`src/rtl/item_spawner_pkg.sv`:
```
// Shared grid geometry, colours and spawner state encoding.
// Pure declarations: no latency, no flow control.
package item_spawner_pkg;

   localparam int COORD_W = 4;
   localparam int GRID_W  = 16;
   localparam int GRID_H  = 16;

   localparam logic [2:0] ITEM_COLOUR = 3'b100;
   localparam logic [2:0] BG_COLOUR   = 3'b000;

   // Galois feedback mask for x^16 + x^14 + x^13 + x^11
   localparam logic [15:0] LFSR_TAPS = 16'hB400;

   typedef enum logic [1:0] {
      GEN    = 2'd0,
      CHECK  = 2'd1,
      DRAW   = 2'd2,
      ACTIVE = 2'd3
   } state_t;

   function automatic logic [15:0] lfsr_step(input logic [15:0] cur);
      return {1'b0, cur[15:1]} ^ (cur[0] ? LFSR_TAPS : 16'h0000);
   endfunction

endpackage

```
`src/rtl/item_spawner_lfsr16.sv`:
```
// Free-running 16-bit Galois LFSR with enable; a zero seed is replaced by 1.
// Latency: one step per enabled cycle; no backpressure.
module lfsr16
   import item_spawner_pkg::*;
#(
   parameter logic [15:0] SEED = 16'hACE1
) (
   input  logic        clk,
   input  logic        resetn,
   input  logic        en,
   output logic [15:0] state
);

   localparam logic [15:0] INIT = (SEED == 16'h0000) ? 16'h0001 : SEED;

   always_ff @(posedge clk or negedge resetn) begin
      if (!resetn) begin
         state <= INIT;
      end else if (en) begin
         state <= lfsr_step(state);
      end
   end

endmodule

```
`src/rtl/item_spawner.sv`:
```
// Picks a free grid cell for the food item (random, then linear scan) and draws it.
// Latency: eaten edge to draw_req >= 3 cycles, draw_done to item_valid 1 cycle; stalls in DRAW until draw_done.
module item_spawner #(
   parameter int          GRID_W      = item_spawner_pkg::GRID_W,
   parameter int          GRID_H      = item_spawner_pkg::GRID_H,
   parameter int          COORD_W     = item_spawner_pkg::COORD_W,
   parameter logic [15:0] LFSR_SEED   = 16'hACE1,
   parameter int          MAX_TRIES   = 8,
   parameter logic [2:0]  ITEM_COLOUR = item_spawner_pkg::ITEM_COLOUR
) (
   input  logic               clk,
   input  logic               resetn,
   input  logic               item_eaten,
   input  logic [COORD_W-1:0] head_x,
   input  logic [COORD_W-1:0] head_y,
   output logic [COORD_W-1:0] occ_x,
   output logic [COORD_W-1:0] occ_y,
   input  logic               occ_hit,
   output logic               draw_req,
   output logic [COORD_W-1:0] draw_x,
   output logic [COORD_W-1:0] draw_y,
   output logic [2:0]         draw_colour,
   input  logic               draw_done,
   output logic [COORD_W-1:0] item_x,
   output logic [COORD_W-1:0] item_y,
   output logic               item_valid,
   output logic [7:0]         spawn_count
);
   import item_spawner_pkg::*;

   localparam int TRY_W = $clog2(MAX_TRIES + 1);
   localparam logic [TRY_W-1:0] TRY_MAX = TRY_W'(MAX_TRIES);

   state_t             state, state_nxt;
   logic [15:0]        lfsr;
   logic               lfsr_unused;
   logic [COORD_W-1:0] cand_x, cand_y, cand_x_nxt, cand_y_nxt;
   logic [COORD_W-1:0] item_x_nxt, item_y_nxt;
   logic [TRY_W-1:0]   tries, tries_nxt;
   logic               item_valid_nxt;
   logic [7:0]         spawn_count_nxt;
   logic               item_eaten_q;
   logic               eaten_rise;
   logic               reject;

   lfsr16 #(.SEED(LFSR_SEED)) u_lfsr (
      .clk   (clk),
      .resetn(resetn),
      .en    (1'b1),
      .state (lfsr)
   );

   assign lfsr_unused = ^lfsr[15:2*COORD_W];

   assign eaten_rise  = item_eaten & ~item_eaten_q;
   assign reject      = (int'(cand_x) >= GRID_W) || (int'(cand_y) >= GRID_H) || occ_hit
                        || ((cand_x == head_x) && (cand_y == head_y));

   assign occ_x       = cand_x;
   assign occ_y       = cand_y;
   assign draw_req    = (state == DRAW);
   assign draw_x      = cand_x;
   assign draw_y      = cand_y;
   assign draw_colour = ITEM_COLOUR;

   always_comb begin
      state_nxt       = state;
      cand_x_nxt      = cand_x;
      cand_y_nxt      = cand_y;
      tries_nxt       = tries;
      item_x_nxt      = item_x;
      item_y_nxt      = item_y;
      item_valid_nxt  = item_valid;
      spawn_count_nxt = spawn_count;
      case (state)
         GEN: begin
            state_nxt = CHECK;
            if (tries == TRY_MAX) begin
               // Scan mode: walk the grid row-major from the last candidate.
               if (int'(cand_x) >= GRID_W - 1) begin
                  cand_x_nxt = '0;
                  cand_y_nxt = (int'(cand_y) >= GRID_H - 1) ? '0 : cand_y + 1'b1;
               end else begin
                  cand_x_nxt = cand_x + 1'b1;
               end
            end else begin
               {cand_y_nxt, cand_x_nxt} = lfsr[2*COORD_W-1:0];
            end
         end
         CHECK: begin
            if (reject) begin
               state_nxt = GEN;
               tries_nxt = (tries == TRY_MAX) ? tries : tries + 1'b1;
            end else begin
               state_nxt = DRAW;
            end
         end
         DRAW: begin
            if (draw_done) begin
               state_nxt       = ACTIVE;
               item_x_nxt      = cand_x;
               item_y_nxt      = cand_y;
               item_valid_nxt  = 1'b1;
               spawn_count_nxt = spawn_count + 8'd1;
               tries_nxt       = '0;
            end
         end
         ACTIVE: begin
            if (eaten_rise) begin
               state_nxt      = GEN;
               item_valid_nxt = 1'b0;
            end
         end
         default: state_nxt = GEN;
      endcase
   end

   always_ff @(posedge clk or negedge resetn) begin
      if (!resetn) begin
         state        <= GEN;
         cand_x       <= '0;
         cand_y       <= '0;
         tries        <= '0;
         item_x       <= '0;
         item_y       <= '0;
         item_valid   <= 1'b0;
         spawn_count  <= 8'd0;
         item_eaten_q <= 1'b0;
      end else begin
         state        <= state_nxt;
         cand_x       <= cand_x_nxt;
         cand_y       <= cand_y_nxt;
         tries        <= tries_nxt;
         item_x       <= item_x_nxt;
         item_y       <= item_y_nxt;
         item_valid   <= item_valid_nxt;
         spawn_count  <= spawn_count_nxt;
         item_eaten_q <= item_eaten;
      end
   end

endmodule

```
`config.mk`:
```
export PLATFORM = sky130hd
export DESIGN_NAME = item_spawner
export DESIGN_NICKNAME = d
export VERILOG_FILES = /design/src/rtl/item_spawner_pkg.sv /design/src/rtl/item_spawner_lfsr16.sv /design/src/rtl/item_spawner.sv
export SDC_FILE = /design/constraint.sdc
export NUM_CORES = 1
export LEC_CHECK = 0
export ABC_AREA = 1
export CAP_MARGIN = 20
export CORE_MARGIN = 3
export CORE_UTILIZATION = 28
export DETAILED_ROUTE_END_ITERATION = 8
export GPL_TIMING_DRIVEN = 0
export HOLD_SLACK_MARGIN = 0.06
export PLACE_DENSITY = 0.56
export RECOVER_POWER = 25
export SETUP_SLACK_MARGIN = 0.5
export SLEW_MARGIN = 25
export SYNTH_ARGS = -nofsm -noshare
export SYNTH_HDL_FRONTEND = slang
export SYNTH_SLANG_ARGS = --single-unit
```
`constraint.sdc`:
```
create_clock -name clk -period 1.8 [get_ports clk]
set_input_delay 0.18 -clock clk [delete_from_list [all_inputs] [get_ports clk]]
set_output_delay 0.18 -clock clk [all_outputs]
set_load 0.005 [all_outputs]
```
After elaboration in Yosys (flattened, before gate mapping)
Index checks and enable logic that the tools add are counted.
{ "classes": {"n_addsub": 4, "order_cmp": 2, "eq_ne": 11, "muxes": 17, "n_bitwise": 3, "n_reduce_logical": 10} }
{ "op_table": {"columns": ["op", "count"], "rows": [
  ["$mux 4", 8],
  ["$mux 16", 1],
  ["$xor 15x16->16", 1],
  ["$add 4x1->4 const B", 3],
  ["$add 8x1->8 const B", 1],
  ["$eq 4x4->1", 2],
  ["$ge 4x4->1 const B", 2],
  ["$pmux 2 s4", 1],
  ["$pmux 4 s2", 1],
  ["$mux 2", 3],
  ["$ne 2x2->1 const B", 3],
  ["$reduce_and 2->1", 3],
  ["$eq 2x2->1 const B", 2],
  ["$eq 4x4->1 const B", 1],
  ["$ne 2x1->1 const B", 2],
  ["$reduce_and 4->1", 1],
  ["$reduce_bool 2->1", 2],
  ["$reduce_and 3->1", 1],
  ["$eq 2x1->1 const B", 1],
  ["$logic_not 2->1", 1],
  ["$mux 1", 2],
  ["$pmux 1 s2", 1],
  ["$and 1x1->1", 1],
  ["$logic_and 1x1->1", 1],
  ["other kinds (2)", 2]
]} }
{ "word_totals": {"regBits": 48, "in_bits": 13, "out_inout_bits": 37, "wordCells": 57} }

Depth between registers and ports, before layout
{ "depth": {"word_depth": 5, "depth_mapped": 10, "mapped_depth_nobuf": 10} }

Hierarchy
From an unflattened synthesis, not the netlist that was laid out.
{ "unflattened": {"hier_cells": 288, "hier_area_um2": 2472.4} }
{ "by_module_without_submodules": {"columns": ["module", "n_inst", "cells_per_inst", "area_each_um2", "seq_area_each_um2"], "rows": [
  ["item_spawner", 1, 214, 1800.5, 800.8],
  ["lfsr16", 1, 74, 671.9, 410.4]
]} }

Worst setup path after synthesis
OpenSTA, ideal clock, no wires.
{ "synth_path": {"kind": "reg2reg", "start": "reg tries[0]", "end": "reg cand_y[2] (netlist: draw_y[2])", "setup_ns": 0.132, "t_arrival_ns": 1.194, "required_ns": 1.668, "path_slack_ns": 0.475, "path_stages_with_launch": 10, "path_buffers": 0, "synth_period_minus_slack_ns": 1.325, "cell_sequence": "dfrtp_1 > inv_1 > ha_1 > nand2_1 > nor2_4 > nand2_1 > inv_1 > nor2_4 > nor2_1 > a31oi_1"} }
{ "synth_between": {"elab_chain_cells": 3, "word_cells_on_any_way": 4, "classes_between": "eq/ne: 2; mux: 1; reduce/logical: 1"} }
{ "synth_rtl": {"columns": ["element", "line", "text"], "rows": [
  ["from (decl)", "item_spawner.sv:39", "logic [TRY_W-1:0] tries, tries_nxt;"],
  ["from (signal assigned)", "item_spawner.sv:133", "tries <= tries_nxt;"],
  ["$eq 4x4->1 *", "item_spawner.sv:78", "if (tries == TRY_MAX) begin"],
  ["$ne 2x1->1 (no line)", null, null],
  ["$reduce_and 2->1 (no line)", null, null],
  ["to (signal assigned)", "item_spawner.sv:132", "cand_y <= cand_y_nxt;"],
  ["to (decl)", "item_spawner.sv:37", "logic [COORD_W-1:0] cand_x, cand_y, cand_x_nxt, cand_y_nxt;"]
]} }
Mark *: on every way between the ends. The rest lies on a longest branch, timed or not.
A chain may end at the register's enable or synchronous reset.

Worst setup path after layout
{ "layout_path": {"start": "reg tries[0]", "end": "reg tries[1]"} }
{ "layout_between": {"elab_chain_cells": 4, "word_cells_on_any_way": 7, "classes_between": "add/sub: 1; eq/ne: 2; mux: 3; reduce/logical: 1"} }
{ "layout_rtl": {"columns": ["element", "line", "text"], "rows": [
  ["$add 4x1->4", "item_spawner.sv:93", "tries_nxt = (tries == TRY_MAX) ? tries : tries + 1'b1;"],
  ["$mux 4", "item_spawner.sv:93", null],
  ["$mux 4", "item_spawner.sv:91", "if (reject) begin"],
  ["$pmux 4 s2", "item_spawner.sv:75", "case (state)"]
]} }
Several ways; a longest one is shown, not always the timed one. The select of a mux whose other input is x is not followed.

==> metrics.yaml <==
floorplanning:
  die_h_um: 95.4
  die_width_um: 95.4
  initial_core_util: 0.299
  fp.dieArea_mm2: 0.00909
  core.rowCount: 31
  io_pins: 50
  coreArea_mm2: 0.00749
setup_path:
  reg2regPathDepth: 10
  worstSetupEndpointType: "flop"
  arrival_ns: 1.74
  path_cells: "inv_1 -> ha_2 -> nand2_2 -> nor2_4 -> buf_12 -> buf_6 -> o21ai_4 -> buf_4 -> nand3_1 -> nand2_1"
  cp-endpoint: "tries[1]"
  timing.rr.start: "tries[0]"
  path_max_fanout: 4
  critPathRequiredTime_ns: 2.05
  rrSetupSlack_ns: 0.30
  slowest_stage: "dfrtp_1"
  path_class: "flop to flop"
  crit_path_start: "tries[0]"
  cpPeakStageDelay_ns: 0.38
  start_kind: "flop"
  worstReg2RegEnd: "tries[1]"
finish:
  final_cells: 435
  n_antenna_cell: 0
  drive_gt1_frac: 0.420
  nets: 353
  final_area_mm2: 0.00355
  areaGrowthSynthToFinish_pct: 59.0
logic_synthesis:
  synth_top_cell_by_area: "dfrtp_1"
  netlist_area_mm2: 0.00224
  netlist_top_cells_area: "dfrtp_1 45%, dfstp_2 9.4%, nand2_1 8.9%"
  seq_area_frac_synth: 0.542
  syn_avg_cell_area_um2: 9.76
  synth_cells: 229
  synth-seq-cells: 48
  ys.warnings.count: 0
  synth_cell_types: 27
  synth_top_area_share: 0.448
global_route:
  grt_pass1_wl_mm: 8.96
  grt_util_all_layers: 0.126
  use_met2: 0.212
  grt_util_met3: 0.0268
  grt_pass1_vias: 1915
  grt_start_max_net_pins: 49
  overflow: 0
  grtUsageMet1: 0.158
  top_usage_layer: "met2"
  antenna_found_initial: 0
sta:
  tns_ns: 0
  setup_ws_ns: 0.304
  max_freq_mhz: 668
  fin_crit_ns: 1.50
  rsz0062_at_grt: "true"
  worst_slew_pin_slew_ns: 0.619
  finClkSkew_ns: 0.0105
  holdWs_ns: 0.357
  drv_slew: 0
  finalCritPeriodShare: 0.831
  hold_viol_final: 0
  slew_headroom: 0.587
  finalSetupViolCount: 0
power_and_ir_drop:
  power.density_mw_per_mm2: 1460
  ir_drop_mv: 0.616
  p_leak_nw: 1.76
route:
  drtIter0Drc: 67
  routedWlPerCell_um: 12.4
  postRouteAntennaNets: 0
  drc: 0
  vias: 1844
  wirelength_mm: 5.39
  first_pass_iters: 4
  viasPerCell: 4.24
place:
  globalplace.congestion: 0.783
  pre_cts_slack_ns: 0.111
  place_area_mm2: 0.00282
  port_buffers: 46
  dp_hpwl_mm: 3.28
  placed_cells: 375
clocking:
  cts_tree: "yes"
  clock_latency_ns: 0.30
  cts_root_buffer: "clkbuf_8"
  clock_sinks: 48
  clockBufferDepth: 2
  cts.clk_slew.worst_paths_ns: 0.09
  numCtsBuffers: 5
  htree_num_levels: 2
outcome:
  outcome: "complete, no violations"
flow_run:
  max_cap_viol_count: 0
hold_path:
  hp-class: "flop to flop"
==> report_power, final <==
part	switching (mW)	internal, mW
Combinational	1.23	1.63
Clock	0.357	0.351
Sequential	0.258	1.38
==> logic make-up (layout without fill, tap and decap cells) <==
group,after synthesis,count (layout),synth area share
multiplexers,2,2,0.0134
AND/OR/NAND/NOR,92,92,0.191
AO/OA/AOI/OAI,26,26,0.0711
buffers and inverters,38,144,0.0890
XOR/XNOR,16,16,0.0627
flip-flops,48,48,0.542
adder cells (fa/ha/maj),5,5,0.0280
other,2,3,0.00336
==> area by class of cell <==
| class | count | area, um^2 |
|---|---|---|
| Timing Repair Buffer | 97 | 897 |
| Sequential cell | 48 | 1220 |
| Clock buffer | 8 | 100 |
| Buffer | 13 | 129 |
| Fill cell | 680 | 3930 |
| Tap cell | 99 | 124 |
| Multi-Input combinational cell | 144 | 973 |
| Inverter | 25 | 106 |
| Timing Repair inverter | 1 | 7.51 |
==> stage by stage <==
stage                util  power (mW)
floorplan               -        2.70
global placement    0.378        3.64
detailed placement  0.377        3.65
CTS                 0.445        4.81
global route        0.475        5.64
finish              0.475        5.21
==> synthesized netlist by cell type <==
library cell  count
a21oi_1           5
a22oi_1           3
a31oi_1           4
buf_4            11
buf_6             2
conb_1            2
dfrtp_1          40
dfstp_2           8
ha_1              5
inv_1            23
inv_2             2
mux2_4            2
nand2_1          53
nand2_2           1
nand2_4           1
nand3_1          11
nand3_2           2
nor2_1           16
nor2_2            2
nor2_4            5
o21ai_0          11
o21ai_4           1
o22ai_1           1
o41ai_1           1
or2_2             1
xnor2_1           5
xor2_1           11
==> state kept, by name, summed over array words and instances (netlist names), named ones only <==
| register | cells |
|---|---|
| u_lfsr.state | 16 |
| spawn_count | 8 |
| draw_x | 4 |
| draw_y | 4 |
| item_x | 4 |
| item_y | 4 |
| tries | 4 |
| item_eaten_q | 1 |
| item_valid | 1 |
| state | 1 |
==> worst min path at each step <==
stage / from / to / slack (ns) / cells after the start
finish: u_lfsr.state[8] / u_lfsr.state[7] / 0.36 / 0
global placement: u_lfsr.state[8] / u_lfsr.state[7] / 0.34 / 0
CTS: item_eaten / item_eaten_q / 0.35 / 1
detailed placement: resetn / u_lfsr.state[14] / 0.24 / 1
floorplan: resetn / async pin / -0.12 / 0
global route: u_lfsr.state[8] / u_lfsr.state[7] / 0.37 / 0
==> worst max-delay path: cells and delay by family (launching register included) <==
| kind | cells | cell delay (ns) |
|---|---|---|
| AOI/OAI and AO/OA | 1 | 0.18 |
| adders and majority gates | 1 | 0.18 |
| buffers and inverters | 4 | 0.44 |
| DFF | 1 | 0.38 |
| and+or+nand+nor | 4 | 0.25 |
==> layout by cell type, fill, tap and decap left out, drive strengths merged, types with 8 or more instances in the layout <==
master	netlist	layout
nand2	55	55
nor2	23	23
inv	25	25
dfstp	8	8
xor2	11	11
clkdlybuf4s50	0	10
clkbuf	0	12
dlygate4sd2	0	24
dfrtp	40	40
buf	13	66
o21ai	12	12
nand3	13	13
==> layer usage <==
layer | vias to the layer above | routed length [um]
met3 | 11 | 248
met1 | 882 | 2330
li1 | 917 | -
met4 | 0 | 104
met5 | - | 0
met2 | 34 | 2700
==> repair_timing <==
item | in CTS | in global routing
hold endpoints to repair | 40 | 0
cloned | 1 | 1
setup endpoints to repair | 57 | 34
setup buffers | 38 | 11
pin swaps | 14 | 13
resized for setup | 79 | 51
hold buffers | 1 | 0
Note: power is estimated with default switching activity, not from simulation.
==> variant 1: new RTL, config.mk and constraints unchanged <==
The 4 states of `state_t` get a one-hot encoding in 4 bits.
--- a/src/rtl/item_spawner_pkg.sv
+++ b/src/rtl/item_spawner_pkg.sv
@@ -13,9 +13,9 @@
    localparam logic [15:0] LFSR_TAPS = 16'hB400;
 
-   typedef enum logic [1:0] {
-      GEN    = 2'd0,
-      CHECK  = 2'd1,
-      DRAW   = 2'd2,
-      ACTIVE = 2'd3
+   typedef enum logic [3:0] {
+      GEN    = 4'b0001,
+      CHECK  = 4'b0010,
+      DRAW   = 4'b0100,
+      ACTIVE = 4'b1000
    } state_t;
 
Formal check against the unedited RTL: no difference found for any inputs over 10 cycles, from zero or initial values and one cycle with resetn low; not proved beyond that.
==> variant 1 against the original RTL <==
Design area rose by 0.32%. Wire length rose by 3.3%. Total power fell by 16%. Global-route usage fell by 0.29 points. Setup slack improved by 0.048 ns. Largest power group unchanged. Synthesized area rose by 2.2%. Utilization fell by 1.8 points. Maximum frequency rose by 3.3%. Final cell count rose by 6.0%. Non-clock buffer count rose by 1. Clock skew rose by 0.0024 ns. Sequential cell count rose by 2.
==> variant 1: results (changes against the original RTL) <==
route:
  drt_first_iter_violations: 75  # +12%
  overall_via_count_from_detail_route: 1948  # +5.6%
synth:
  seq_area_frac_synth_pct: 55.3  # +1.1 points
  synth_xor_xnor_area_share_pct: 6.52  # +0.25 points
  synthesis.area_per_instance_um2: 9.03  # -7.5%
cells_and_area:
  non_clock_buffer_count: 111  # +0.91%
  stdcell_count: 461  # +6.0%
  layout.buffer.nonclock.area_share_pct: 27.4  # -1.5 points
  fill_cells: 741  # +9.0%
  n_all_inverters: 31  # +19%
  fin_nets: 376  # +6.5%
critical_path:
  worst-endpoint-arrival_ns: 1.64  # -0.10 ns
  cpLargestDelayFamily: "flip-flops"
  rrSetupSlack_ns: 0.35  # +0.05 ns
global_routing:
  grt.met3_usage_pct: 3.36  # +0.68 points
  pin_count_of_the_biggest_net_entering_global_routing: 51  # +4.1%
placed_design:
  dpl.cell_count: 402  # +7.2%
  place_area_mm2: 0.00288  # +2.1%
  place_congestion: 0.788  # +0.60%
  dp_hpwl_um: 3310  # +1.1%
sta:
  final.setup_skew_ns: 0.0129  # +0.00241 ns
  fraction_of_the_cycle_the_final_worst_path_needs_pct: 80.5  # -2.6 points
power_and_ir_drop:
  pwr.group.combinational_mw: 2.15  # -25%
  power_leakage_nw: 1.86  # +5.6%
  seq_power_share_pct: 35.7  # +4.3 points
  p_sw_mw: 1.55  # -16%
clocking:
  post_cts.repair.setup_buffers: 39  # +2.6%
outcome:
  run_status: "completed"
==> variant 1: how the worst min path moves through the flow <==
stage	end	slack (ns)	from
2_1_floorplan	draw_x[0]$_DFFE_PN0N_	-0.12	resetn
3_3_place_gp	u_lfsr.state[7]$_DFF_PN1_	0.34	u_lfsr.state[8]$_DFF_PN0_
3_5_place_dp	item_y[1]$_DFFE_PN0P_	0.25	resetn
4_1_cts	item_eaten_q$_DFF_PN0_	0.34	item_eaten
5_1_grt	u_lfsr.state[8]$_DFF_PN0_	0.38	u_lfsr.state[9]$_DFF_PN0_
6_report	u_lfsr.state[7]$_DFF_PN1_	0.36	u_lfsr.state[8]$_DFF_PN0_
==> variant 1: routing by layer <==
metal,up-vias,part of all wire (%),routed length [um]
met5,-,0,0
met2,40,51,2860
met3,7,4.8,268
met1,912,43,2380
li1,989,-,-
met4,0,1.0,57
==> variant 1: cell families after synthesis <==
family / after synthesis
other cells: 2
buf+inv: 45
simple gates: 110
compound gates: 24
fa+ha+maj: 5
flops: 50
xor+xnor: 17
==> variant 2: new RTL, same flow settings <==
Without the edit above. Change the package constant `COORD_W` from 4 to 6.
--- a/src/rtl/item_spawner_pkg.sv
+++ b/src/rtl/item_spawner_pkg.sv
@@ -3,5 +3,5 @@
 package item_spawner_pkg;
 
-   localparam int COORD_W = 4;
+   localparam int COORD_W = 6;
    localparam int GRID_W  = 16;
    localparam int GRID_H  = 16;
Ports: changed (8 resized); port bits go from 50 to 66. No check against the original RTL was run, so the function may have changed too.
==> variant 2 against the original RTL <==
Global-route usage increased by 1.1 points. Design area increased by 23%. Total power increased by 13%. Non-clock buffer count increased by 42. Setup slack improved by 0.013 ns. Sequential power increased by 13%. Sequential share of layout area decreased by 1.5 points. Wire length increased by 36%. Sequential cell count increased by 8. Synthesized area increased by 19%. Synthesized cell count increased by 26%. Count of clock-buffer cells in the layout decreased by 2. Final cell count increased by 28%.
==> variant 2: results (changes against the original RTL) <==
outcome:
  run_status: "completed"
synth:
  seq_area_frac_synth_pct: 53.1  # -1.0 points
  synth_area_leaders: "sky130_fd_sc_hd__dfrtp_1 (45%), sky130_fd_sc_hd__nand2_1 (10%), sky130_fd_sc_hd__dfstp_2 (7.9%)"
  netlist-cell-type-count: 31  # +15%
  yosysWarnings: 0  # unchanged
  yosys-mux-area-fraction_pct: 0  # -1.3 points
  synth.cells.most_frequent: "sky130_fd_sc_hd__nand2_1 (72), sky130_fd_sc_hd__dfrtp_1 (48), sky130_fd_sc_hd__inv_1 (31)"
  synth-compound-area-share_pct: 8.81  # +1.7 points
  synth_xor_xnor_area_share_pct: 4.95  # -1.3 points
  adder_cell_fraction_of_synth_area_pct: 2.36  # -0.44 points
  post_synth_inst_count: 289  # +26%
hold_path:
  class_of_the_most_critical_hold_timing_path: "in -> async"
power_and_ir_drop:
  power_leakage_nw: 2.23  # +27%
  ir_worst_vdd_mv: 0.433  # -30%
placed_design:
  place_ws_ns: 0.147  # +0.0357 ns
  place_area_mm2: 0.00347  # +23%
  place_congestion: 0.764  # -2.5%
  place.port_buffers: 62  # +35%
  dp_hpwl_um: 4850  # +48%
  dpl.cell_count: 479  # +28%
route:
  average_routed_wire_per_standard_cell_um: 13.2  # +6.5%
  routed_wl_um: 7340  # +36%
  drt_first_iter_violations: 100  # +49%
  detailedRoute.firstPassIterationCount: 4  # unchanged
  post_drt_via_cell_ratio: 4.22  # -0.42%
critical_path:
  crit_path_max_fanout: 6  # +2
  worst-endpoint-arrival_ns: 1.71  # -0.03 ns
clocking:
  clock_latency_ns: 0.32  # +0.02 ns
  cts_htree_levels: 2  # unchanged
  cts.path.max_buffers: 2  # unchanged
  root_buffer: "sky130_fd_sc_hd__clkbuf_8"
sta:
  slew_headroom_pct: 44.0  # -15 points
  final.setup_skew_ns: 0.0101  # -0.000395 ns
global_routing:
  first_pass_grt_wire_length_um: 11100  # +24%
  pin_count_of_the_biggest_net_entering_global_routing: 36  # -27%
  grt_antenna_before_repair: 0  # unchanged
  vias_in_the_first_global_route: 2286  # +19%
  global_route.usage.total_pct: 13.7  # +1.1 points
cells_and_area:
  fin_nets: 451  # +28%
  total_inserted_antenna_cells: 0  # unchanged
  drive_above_1_share_pct: 42.8  # +0.83 points
==> variant 2: cell count changes in the layout (fill, tap and decap cells not counted), sizes merged, moves of 6 or more <==
cell         unedited run  this run
nand2                  55        74
buf                    66        95
o21ai                  12        25
inv                    25        34
dfrtp                  40        48
dlygate4sd2            24        30
==> variant 2: area by class of cell <==
cell class	instances	area, um2
Sequential cell	56	1430
Clock inverter	2	13.8
Multi-Input combinational cell	181	1170
Inverter	33	129
Buffer	20	204
Tap cell	126	158
Fill cell	825	4620
Timing Repair Buffer	132	1180
Clock buffer	6	82.6
==> variant 2: power by group <==
part	internal (mW)	total (mW)	switching, mW
clock network	0.316	0.737	0.422
registers	1.56	1.85	0.286
logic	1.82	3.31	1.49
==> variant 2: worst max-delay path, cell delays in order (launching register included) <==
cell	delay, ns
sky130_fd_sc_hd__dfrtp_2	0.47
sky130_fd_sc_hd__ha_4	0.17
sky130_fd_sc_hd__nand2_4	0.06
sky130_fd_sc_hd__o21ai_4	0.16
sky130_fd_sc_hd__nor2_4	0.07
sky130_fd_sc_hd__nor2_4	0.15
sky130_fd_sc_hd__buf_6	0.15
sky130_fd_sc_hd__nor2_2	0.03
sky130_fd_sc_hd__a31oi_1	0.13
==> variant 2: final timing paths <==
kind,cells after the start,slack (ns),endpoint,startpoint
max,8,0.32,draw_y[1]$_DFFE_PN0P_,draw_x[0]$_DFFE_PN0P_
max in group asynchronous,3,0.36,state[0]$_DFFE_PN0P_,resetn
min reg2reg,0,0.37,u_lfsr.state[5]$_DFF_PN1_,u_lfsr.state[6]$_DFF_PN1_
min in group clk,0,0.37,u_lfsr.state[5]$_DFF_PN1_,u_lfsr.state[6]$_DFF_PN1_
max reg2reg,8,0.32,draw_y[1]$_DFFE_PN0P_,draw_x[0]$_DFFE_PN0P_
min,2,0.27,draw_x[0]$_DFFE_PN0P_,resetn
==> variant 2: logic make-up (layout without fill, tap and decap cells) <==
family | after synthesis | count (layout)
and+or+nand+nor | 117 | 117
xor gates and xnor gates | 15 | 15
other | 2 | 3
DFF | 56 | 56
adders and majority gates | 5 | 5
AOI/OAI and AO/OA | 41 | 41
buffers and inverters | 53 | 193
==> variant 2: routing by layer <==
layer  vias to the layer above  part of all wire (%)  global-route usage (%)
met3                         7                   3.6                    2.48
met2                        41                    49                    22.0
li1                       1176                     -                       -
met1                      1123                    46                    18.6
met5                         -                     0                       0
met4                         0                   1.6                    4.68
==> variant 2: what timing repair did <==
action,in CTS,in global routing
endpoints found under the hold margin,21,0
setup buffers,49,16
gates resized for setup,126,65
hold buffers,1,0
cloned,2,1
setup endpoints to repair,80,45
pin swaps,10,22
